$ cat config.mk
export PLATFORM = sky130hd
export DESIGN_NAME = icache_fetch_resp_flat
export DESIGN_NICKNAME = d
export VERILOG_FILES = /design/src/rtl/icache_fetch_resp_if.sv /design/src/rtl/icache_fetch_resp.sv /design/src/flat_wrapper.sv
export SDC_FILE = /design/constraint.sdc
export NUM_CORES = 2
export LEC_CHECK = 0
export ABC_AREA = 1
export ABC_CLOCK_PERIOD_IN_PS = 15500
export CORE_ASPECT_RATIO = 0.5
export CORE_UTILIZATION = 55
export DETAILED_ROUTE_END_ITERATION = 10
export PLACE_DENSITY_LB_ADDON = 0.3
export SLEW_MARGIN = 20
export SYNTH_ARGS = -nofsm -noshare
export SYNTH_HDL_FRONTEND = slang
export SYNTH_SLANG_ARGS = --single-unit
$ cat constraint.sdc
create_clock -name clk -period 15.5 [get_ports clk]
set_input_delay 1.55 -clock clk [delete_from_list [all_inputs] [get_ports clk]]
set_output_delay 1.55 -clock clk [all_outputs]
set_load 0.01 [all_outputs]
$ cat src/rtl/icache_fetch_resp_if.sv
// Fetch-stage and refill-memory signals of the instruction cache responder.
// The slave side is the cache. The master side is the fetch stage plus memory.
interface icache_fetch_resp_if #(
    parameter int ADDR       = 32,
    parameter int INST       = 32,
    parameter int LINE_WORDS = 4
);
    logic                       fetch_e_;
    logic [ADDR-1:0]            fetch_pc;
    logic                       flush;
    logic                       ic_busy;
    logic                       ic_e_;
    logic [ADDR-1:0]            ic_pc;
    logic [INST-1:0]            ic_inst;
    logic                       mem_req;
    logic [ADDR-1:0]            mem_addr;
    logic                       mem_valid;
    logic [INST*LINE_WORDS-1:0] mem_data;

    modport slave (
        input  fetch_e_, fetch_pc, flush, mem_valid, mem_data,
        output ic_busy, ic_e_, ic_pc, ic_inst, mem_req, mem_addr
    );

    modport master (
        output fetch_e_, fetch_pc, flush, mem_valid, mem_data,
        input  ic_busy, ic_e_, ic_pc, ic_inst, mem_req, mem_addr
    );
endinterface

$ cat src/rtl/icache_fetch_resp.sv
// Direct-mapped, read-only instruction cache responder.
// A miss causes a blocking refill of a single line from a single-beat memory port.
module icache_fetch_resp #(
    parameter int ADDR       = 32,
    parameter int INST       = 32,
    parameter int LINES      = 16,
    parameter int LINE_WORDS = 4
) (
    input  logic                clk,
    input  logic                reset,
    icache_fetch_resp_if.slave  bus
);
    localparam int OFF_W   = $clog2(INST / 8);
    localparam int WORD_W  = $clog2(LINE_WORDS);
    localparam int IDX_W   = $clog2(LINES);
    localparam int TAG_LSB = OFF_W + WORD_W + IDX_W;
    localparam int TAG_W   = ADDR - TAG_LSB;
    localparam int LINE_LSB = OFF_W + WORD_W;

    typedef enum logic [1:0] {IDLE, REFILL, RESP} state_t;

    state_t            state_reg;
    logic [LINES-1:0]  valid_reg;
    logic [TAG_W-1:0]  tag_reg  [LINES];
    logic [INST-1:0]   data_reg [LINES][LINE_WORDS];
    logic [ADDR-1:0]   pc_reg;
    logic              flushed_reg;
    logic              busy_reg;
    logic              ic_e_reg;
    logic [ADDR-1:0]   ic_pc_reg;
    logic [INST-1:0]   ic_inst_reg;
    logic              mem_req_reg;
    logic [ADDR-1:0]   mem_addr_reg;

    logic [INST-1:0]   line_words [LINE_WORDS];

    genvar gi;
    generate
        for (gi = 0; gi < LINE_WORDS; gi++) begin : g_line_word
            assign line_words[gi] = bus.mem_data[gi*INST +: INST];
        end
    endgenerate

    logic [WORD_W-1:0] req_word;
    logic [IDX_W-1:0]  req_idx;
    logic [TAG_W-1:0]  req_tag;
    logic [WORD_W-1:0] lat_word;
    logic [IDX_W-1:0]  lat_idx;
    logic [TAG_W-1:0]  lat_tag;
    logic              accept;
    logic              hit;
    logic              install;

    assign req_word = bus.fetch_pc[OFF_W +: WORD_W];
    assign req_idx  = bus.fetch_pc[LINE_LSB +: IDX_W];
    assign req_tag  = bus.fetch_pc[TAG_LSB +: TAG_W];
    assign lat_word = pc_reg[OFF_W +: WORD_W];
    assign lat_idx  = pc_reg[LINE_LSB +: IDX_W];
    assign lat_tag  = pc_reg[TAG_LSB +: TAG_W];

    assign accept  = !bus.fetch_e_ && (state_reg == IDLE);
    // A flush in the same cycle as the lookup forces a miss.
    assign hit     = valid_reg[req_idx] && (tag_reg[req_idx] == req_tag) && !bus.flush;
    assign install = (state_reg == REFILL) && bus.mem_valid;

    always_ff @(posedge clk) begin
        if (reset) begin
            state_reg    <= IDLE;
            valid_reg    <= '0;
            pc_reg       <= '0;
            flushed_reg  <= 1'b0;
            busy_reg     <= 1'b0;
            ic_e_reg     <= 1'b1;
            ic_pc_reg    <= '0;
            ic_inst_reg  <= '0;
            mem_req_reg  <= 1'b0;
            mem_addr_reg <= '0;
        end else begin
            ic_e_reg <= 1'b1;
            if (bus.flush)
                valid_reg <= '0;
            case (state_reg)
                IDLE: begin
                    if (accept) begin
                        if (hit) begin
                            ic_e_reg    <= 1'b0;
                            ic_pc_reg   <= bus.fetch_pc;
                            ic_inst_reg <= data_reg[req_idx][req_word];
                        end else begin
                            pc_reg       <= bus.fetch_pc;
                            flushed_reg  <= 1'b0;
                            busy_reg     <= 1'b1;
                            mem_req_reg  <= 1'b1;
                            mem_addr_reg <= {bus.fetch_pc[ADDR-1:LINE_LSB], {LINE_LSB{1'b0}}};
                            state_reg    <= REFILL;
                        end
                    end
                end
                REFILL: begin
                    if (bus.flush)
                        flushed_reg <= 1'b1;
                    if (bus.mem_valid) begin
                        // Any flush seen during the refill keeps the new line invalid.
                        if (!(bus.flush || flushed_reg))
                            valid_reg[lat_idx] <= 1'b1;
                        mem_req_reg <= 1'b0;
                        ic_e_reg    <= 1'b0;
                        ic_pc_reg   <= pc_reg;
                        ic_inst_reg <= line_words[lat_word];
                        state_reg   <= RESP;
                    end
                end
                RESP: begin
                    busy_reg  <= 1'b0;
                    state_reg <= IDLE;
                end
                default: begin
                    busy_reg  <= 1'b0;
                    state_reg <= IDLE;
                end
            endcase
        end
    end

    // Tag and data carry no reset; valid_reg alone decides whether they are used.
    always_ff @(posedge clk) begin
        if (!reset && install) begin
            tag_reg[lat_idx] <= lat_tag;
            for (int w = 0; w < LINE_WORDS; w++)
                data_reg[lat_idx][w] <= line_words[w];
        end
    end

    assign bus.ic_busy  = busy_reg;
    assign bus.ic_e_    = ic_e_reg;
    assign bus.ic_pc    = ic_pc_reg;
    assign bus.ic_inst  = ic_inst_reg;
    assign bus.mem_req  = mem_req_reg;
    assign bus.mem_addr = mem_addr_reg;
endmodule

$ cat src/flat_wrapper.sv
// flat-port wrapper written by rule: the top's interface ports become plain ports
module icache_fetch_resp_flat 
#(
    parameter int ADDR       = 32,
    parameter int INST       = 32,
    parameter int LINES      = 16,
    parameter int LINE_WORDS = 4
)
  (clk, reset, bus_fetch_e_, bus_fetch_pc, bus_flush, bus_mem_valid, bus_mem_data, bus_ic_busy, bus_ic_e_, bus_ic_pc, bus_ic_inst, bus_mem_req, bus_mem_addr);
  icache_fetch_resp_if #(.ADDR(ADDR), .INST(INST), .LINE_WORDS(LINE_WORDS)) bus_i ();
  input  logic clk;
  input  logic reset;
  input wire logic [$bits(bus_i.fetch_e_)-1:0] bus_fetch_e_;
  input wire logic [$bits(bus_i.fetch_pc)-1:0] bus_fetch_pc;
  input wire logic [$bits(bus_i.flush)-1:0] bus_flush;
  input wire logic [$bits(bus_i.mem_valid)-1:0] bus_mem_valid;
  input wire logic [$bits(bus_i.mem_data)-1:0] bus_mem_data;
  output wire logic [$bits(bus_i.ic_busy)-1:0] bus_ic_busy;
  output wire logic [$bits(bus_i.ic_e_)-1:0] bus_ic_e_;
  output wire logic [$bits(bus_i.ic_pc)-1:0] bus_ic_pc;
  output wire logic [$bits(bus_i.ic_inst)-1:0] bus_ic_inst;
  output wire logic [$bits(bus_i.mem_req)-1:0] bus_mem_req;
  output wire logic [$bits(bus_i.mem_addr)-1:0] bus_mem_addr;
  assign bus_i.fetch_e_ = bus_fetch_e_;
  assign bus_i.fetch_pc = bus_fetch_pc;
  assign bus_i.flush = bus_flush;
  assign bus_i.mem_valid = bus_mem_valid;
  assign bus_i.mem_data = bus_mem_data;
  assign bus_ic_busy = bus_i.ic_busy;
  assign bus_ic_e_ = bus_i.ic_e_;
  assign bus_ic_pc = bus_i.ic_pc;
  assign bus_ic_inst = bus_i.ic_inst;
  assign bus_mem_req = bus_i.mem_req;
  assign bus_mem_addr = bus_i.mem_addr;
  icache_fetch_resp #(.ADDR(ADDR), .INST(INST), .LINES(LINES), .LINE_WORDS(LINE_WORDS)) u_core (.clk(clk), .reset(reset), .bus(bus_i));
endmodule
# After elaboration in Yosys (flattened, before gate mapping)
# Memories as Yosys holds them, arrays and structs flattened.
# Cells that the tools add are included.
# op_classes
n_lt_le_gt_ge	5
eq_ne	7
muxes	42
n_bitwise	5
reduce_logical	18
# op_table
cell	count
$mux W32	10
$bmux W32 S2	2
$pmux W32 S2	2
$mux W16	5
$eq A24 B24 Y1	1
$or A16 B16 Y16	1
$mux W1	13
$reduce_and A4 Y1	3
$lt A4 B5 Y1 const B	2
$reduce_and A3 Y1	3
$pmux W1 S2	4
$ge A3 B3 Y1 const B	2
$logic_and A1 B1 Y1	6
$mux W2	3
$ne A2 B2 Y1 const B	3
$not A2 Y3	2
$bmux W1 S4	1
$demux W1 S4	1
$ge A4 B1 Y1 const B	1
$ne A2 B1 Y1 const B	2
$pmux W2 S2	1
$logic_not A1 Y1	3
$eq A2 B1 Y1 const B	1
$logic_not A2 Y1	1
other kinds (3)	4
# totals
ff_bits	146
ramBits	2432
output_inout_bits	99
word_cells	89
n_memories	2
# mem_list
memory	depth	width	read_ports	rd_ports_with_merged_regs	wr	line	source
u_core.data_reg	16	128	1	0	1	icache_fetch_resp.sv:25	logic [INST-1:0] data_reg [LINES][LINE_WORDS];
u_core.tag_reg	16	24	1	0	1	icache_fetch_resp.sv:24	logic [TAG_W-1:0] tag_reg [LINES];

# Logic depth before layout (Yosys ltp)
# depth
word_depth	8
ltp_mapped	21

# Least setup slack after synthesis
# Ideal clock, no wire load.
# synth_timing
path_kind	input -> register
from	input bus_mem_valid
to	memory u_core.data_reg[10][0] (netlist name) (enable)
setup_time_ps	850
arrival_time_ps	12409
t_required_ps	14650
path_slack_ps	2241
path_stages	7
path_cell_list	inv_1 -> nor2_1 -> inv_1 -> nor2_1 -> inv_1 -> clkbuf_1 -> nor3_1
# synth_via
elab_chain_len	4
# synth_lines
item	line	source
start, declared	flat_wrapper.sv:16	input wire logic [$bits(bus_i.mem_valid)-1:0] bus_mem_valid;
$logic_and A1 B1 Y1	icache_fetch_resp.sv:64	assign install = (state_reg == REFILL) && bus.mem_valid;
$logic_and A1 B1 Y1	icache_fetch_resp.sv:127	if (!reset && install) begin
$mux W1	icache_fetch_resp.sv:127	
$mux W1 (not written as such)	icache_fetch_resp.sv:130	data_reg[lat_idx][w] <= line_words[w];
end, declared	icache_fetch_resp.sv:25	
# Every way passes these cells.

# Worst setup path in the final report
# layout_timing
from	input bus_fetch_pc[5]
to	register u_core.ic_inst_reg[10] (netlist: u_core.bus.ic_inst[10])
# layout_via
elab_chain_len	7
word_cells_on_any_way	15
classes_between	eq/ne: 2; mux: 8; reduce/logical: 3; memory: 2
# layout_lines
item	line	source
start, declared	flat_wrapper.sv:14	input wire logic [$bits(bus_i.fetch_pc)-1:0] bus_fetch_pc;
$mem_v2 Z16 W128	-	
$bmux W32 S2	icache_fetch_resp.sv:88	ic_inst_reg <= data_reg[req_idx][req_word];
$mux W32 (not written as such) (2 in a row)	icache_fetch_resp.sv:88	
$mux W32	icache_fetch_resp.sv:85	if (hit) begin
$mux W32	icache_fetch_resp.sv:84	if (accept) begin
$pmux W32 S2	icache_fetch_resp.sv:82	case (state_reg)
end signal, assigned	icache_fetch_resp.sv:88	
end signal, assigned	icache_fetch_resp.sv:109	ic_inst_reg <= line_words[lat_word];
end, declared	icache_fetch_resp.sv:31	logic [INST-1:0] ic_inst_reg;
# Several ways; a longest one is shown, not always the timed one. The select of a mux whose other input is x is not followed.
# A chain may end at the register's enable or synchronous reset.

==> impl_metrics.csv <==
group,metric,value,unit
timing,fin_setup_tns,0,ns
floorplanning,die_area,187000,µm²
floorplanning,die_h,306,µm
synthesis,synth_top_area_cell,"edfxtp_1",
timing,skew,0.0731,ns
pwr,power_switching,3.17,mW
clock_network,cts_tree,"built",
synthesis,syn_inst,8312,
critical_path,endpoint_kind,"register",
layout,finalInstanceArea,113000,µm²
placed_design,placed_area,106000,µm²
critical_path,rr_startpoint,"u_core.state_reg[0]",
pwr,pwr-share-seq,55.0,%
timing,fin_crit_sh,42.1,%
pwr,peakVddDrop,0.0864,mV
clock_network,hold_buffers,0,
timing,clock.fmax,153,MHz
layout,drive_gt1_share,5.36,%
global_routing,grt_pass1_vias,64100,
synthesis,synth_cell_types,33,
floorplanning,row_count,111,
clock_network,worstSkewPairLatency,0.89,ns
timing,relSlewSlack,16.9,%
clock_network,cts_buffers,220,
floorplanning,initial_core_util,55.5,%
detailed_routing,via_per_inst,6.34,
pwr,p_clk_share,38.0,%
timing,worst_slew_pin_slew,1.25,ns
layout,syn_to_final_growth,10.8,%
global_routing,grt_pass1_wl,421000,µm
placed_design,dp_hpwl,144000,µm
timing,rsz0062_at_grt,"no",
timing,timing.final.hold_violations,0,
critical_path,path_class,"primary input to register",
global_routing,grt_util_all_layers,30.1,%
critical_path,rr_endpoint,"u_core.data_reg[1][116]",
placed_design,dp_cells,10600,
detailed_routing,route.detailed.drc,0,
clock_network,root_buffer,"clkbuf_16",
placed_design,routabilityCongestion,0.796,
synthesis,ys.flop_type,"edfxtp_1",
synthesis,synthTopCellsByCount,"edfxtp_1 (2432), nor2_1 (1486), o21ai_0 (1312), nand2_1 (950), nand3_1 (514)",
pwr,pwr-share-comb,7.0,%
timing,slew_viol_final,0,
clock_network,clock_path_buffers,4,
layout,final_nets,8464,
timing,setup_viol,0,
floorplanning,core,184000,µm²
min_path,hp-class,"register to register",
synthesis,netlist_area,102000,µm²
clock_network,cts.clk_slew.worst_paths,0.07,ns
detailed_routing,first_iter_violations,10200,
global_routing,antenna_found_initial,32,
synthesis,synth_edf_count,2432,
synthesis,async_flop_share,0,%
layout,fin_cells,11000,
synthesis,synthMostInstantiatedCell,"edfxtp_1",
critical_path,rr_worst_depth,11,
pwr,static-leakage-power,37.1,nW
synthesis,seq_area_frac_synth,74.0,%
min_path,hold_start,"u_core.valid_reg[6]",
synthesis,ys.warnings.count,0,
synthesis,synth_top_area_share,71.7,%
pwr,internal_power,10.7,mW
min_path,holdPathStages,2,
synthesis,synth_area_leaders,"edfxtp_1 (72%), o21ai_0 (6.4%), nor2_1 (5.5%), nand2_1 (3.5%), o22ai_1 (2.8%)",
min_path,hold_end,"u_core.valid_reg[6]",
global_routing,grt_max_degree,237,
outcome,outcome,"completed",
floorplanning,die_width,611,µm
critical_path,regToRegSetupSlack,10.69,ns
placed_design,portBuffers,259,
pwr,p_per_area,123,nW/µm²
detailed_routing,vias,69700,
critical_path,crit_fanout,106,
run,drv_cap,0,
clock_network,postCtsSetupRepairBufs,0,
detailed_routing,wl_per_cell,26.3,µm
floorplanning,ios,264,
clock_network,ctsResizeCount,0,
critical_path,start_kind,"primary input",
pwr,p_sw_share,22.8,%
detailed_routing,antenna_left,0,
critical_path,required,16.26,ns
layout,largest_reg_flops,2048,
detailed_routing,drt_wl_total,289000,µm
synthesis,synth_seq_cells,2550,
synthesis,synth_area_per_cell,12.3,µm²
timing,period_minus_slack,6.53,ns
critical_path,arrival,7.29,ns
clock_network,cts.sinks,2550,
clock_network,cts_max_level,4,
detailed_routing,firstDrtPassIters,6,
global_routing,grt-ovfl-total,0,
-- area by class of cell --
| class | instances | area, µm² |
|---|---|---|
| tap | 2486 | 3110 |
| antenna | 21 | 52.6 |
| fill | 13700 | 70700 |
| inverter | 144 | 577 |
| sequential | 2550 | 75400 |
| multi-input combinational | 4996 | 23300 |
| clock buffer | 318 | 6100 |
| clock inverter | 82 | 593 |
| timing repair buffer | 387 | 3730 |
-- cell usage in the layout (no fill, tap or decap), types with 21 or more instances in the layout --
cell             count
buf_4              116
dfxtp_1            116
nand3_1            514
o211ai_1            39
clkbuf_16          224
diode_2             21
clkbuf_1            80
clkdlybuf4s50_1    254
inv_1              130
o21ai_0           1312
o221ai_1           125
nand2_1            949
o22ai_1            456
edfxtp_1          2432
clkinv_1            45
a21oi_1             34
clkinv_2            30
nor2_1            1483
-- power groups by stage --
| stage | combinational (mW) | sequential, mW | clock [mW] |
|---|---|---|---|
| after floorplan | 0.530 | 7.78 | 0 |
| after global placement | 0.929 | 7.78 | 0 |
| after detailed placement | 0.942 | 7.78 | 0 |
| after CTS | 0.948 | 7.63 | 5.30 |
| after global routing | 1.04 | 7.63 | 5.56 |
| final | 0.970 | 7.63 | 5.28 |
-- kinds of logic after synthesis --
kind of cell | count (synthesis) | share of synthesized area (%)
simple gates | 2989 | 11.7
compound gates | 2003 | 11.0
buf+inv | 769 | 3.26
flops | 2550 | 74.0
other cells | 1 | 0.00368
-- critical path, stage by stage --
cell	delay, ns
buf_8	0.28
inv_8	0.61
buf_4	0.93
nand3_1	0.20
nand3_1	0.14
nand3_1	0.12
nand2_1	0.11
nand2_1	0.08
nand2_1	0.15
nor2_1	0.07
nand2_1	0.08
nor2_1	0.08
nand3_1	0.25
nand2_2	0.47
nand2_4	0.44
buf_4	0.69
inv_2	0.46
nor2_1	0.21
nor2_1	0.06
-- layer usage --
metal | wire length [µm] | share of wire (%) | GRT usage, %
met4 | 10000 | 3.5 | 11.2
met3 | 35900 | 12 | 5.95
met1 | 113000 | 39 | 43.9
met2 | 130000 | 45 | 45.4
met5 | 46 | 0.016 | 0
-- metrics by stage --
step | total power [mW] | setup slack, ns | hold slack (ns) | util, %
4_1_cts | 13.9 | 9.20 | 0.465 | 61.4
6_report | 13.9 | 8.97 | 0.467 | 61.5
3_5_place_dp | 8.73 | 8.25 | 0.455 | 57.8
5_1_grt | 14.2 | 8.88 | 0.480 | 61.5
3_3_place_gp | 8.71 | 8.38 | 0.453 | 57.8
2_1_floorplan | 8.31 | 2.24 | 0.440 | -
-- how the worst max path moves through the flow --
stage / start / slack [ns] / endpoint / cells past startpoint
2_1_floorplan: bus_mem_valid / 2.24 / u_core.data_reg[10][0] / 7
3_3_place_gp: bus_fetch_pc[5] / 8.38 / u_core.bus.ic_inst[12] / 19
3_5_place_dp: bus_fetch_pc[5] / 8.25 / u_core.bus.ic_inst[10] / 19
4_1_cts: bus_fetch_pc[5] / 9.20 / u_core.bus.ic_inst[10] / 19
6_report: bus_fetch_pc[5] / 8.97 / u_core.bus.ic_inst[10] / 19
5_1_grt: bus_fetch_pc[5] / 8.88 / u_core.bus.ic_inst[15] / 19
Power figures use the tool's default switching activity.
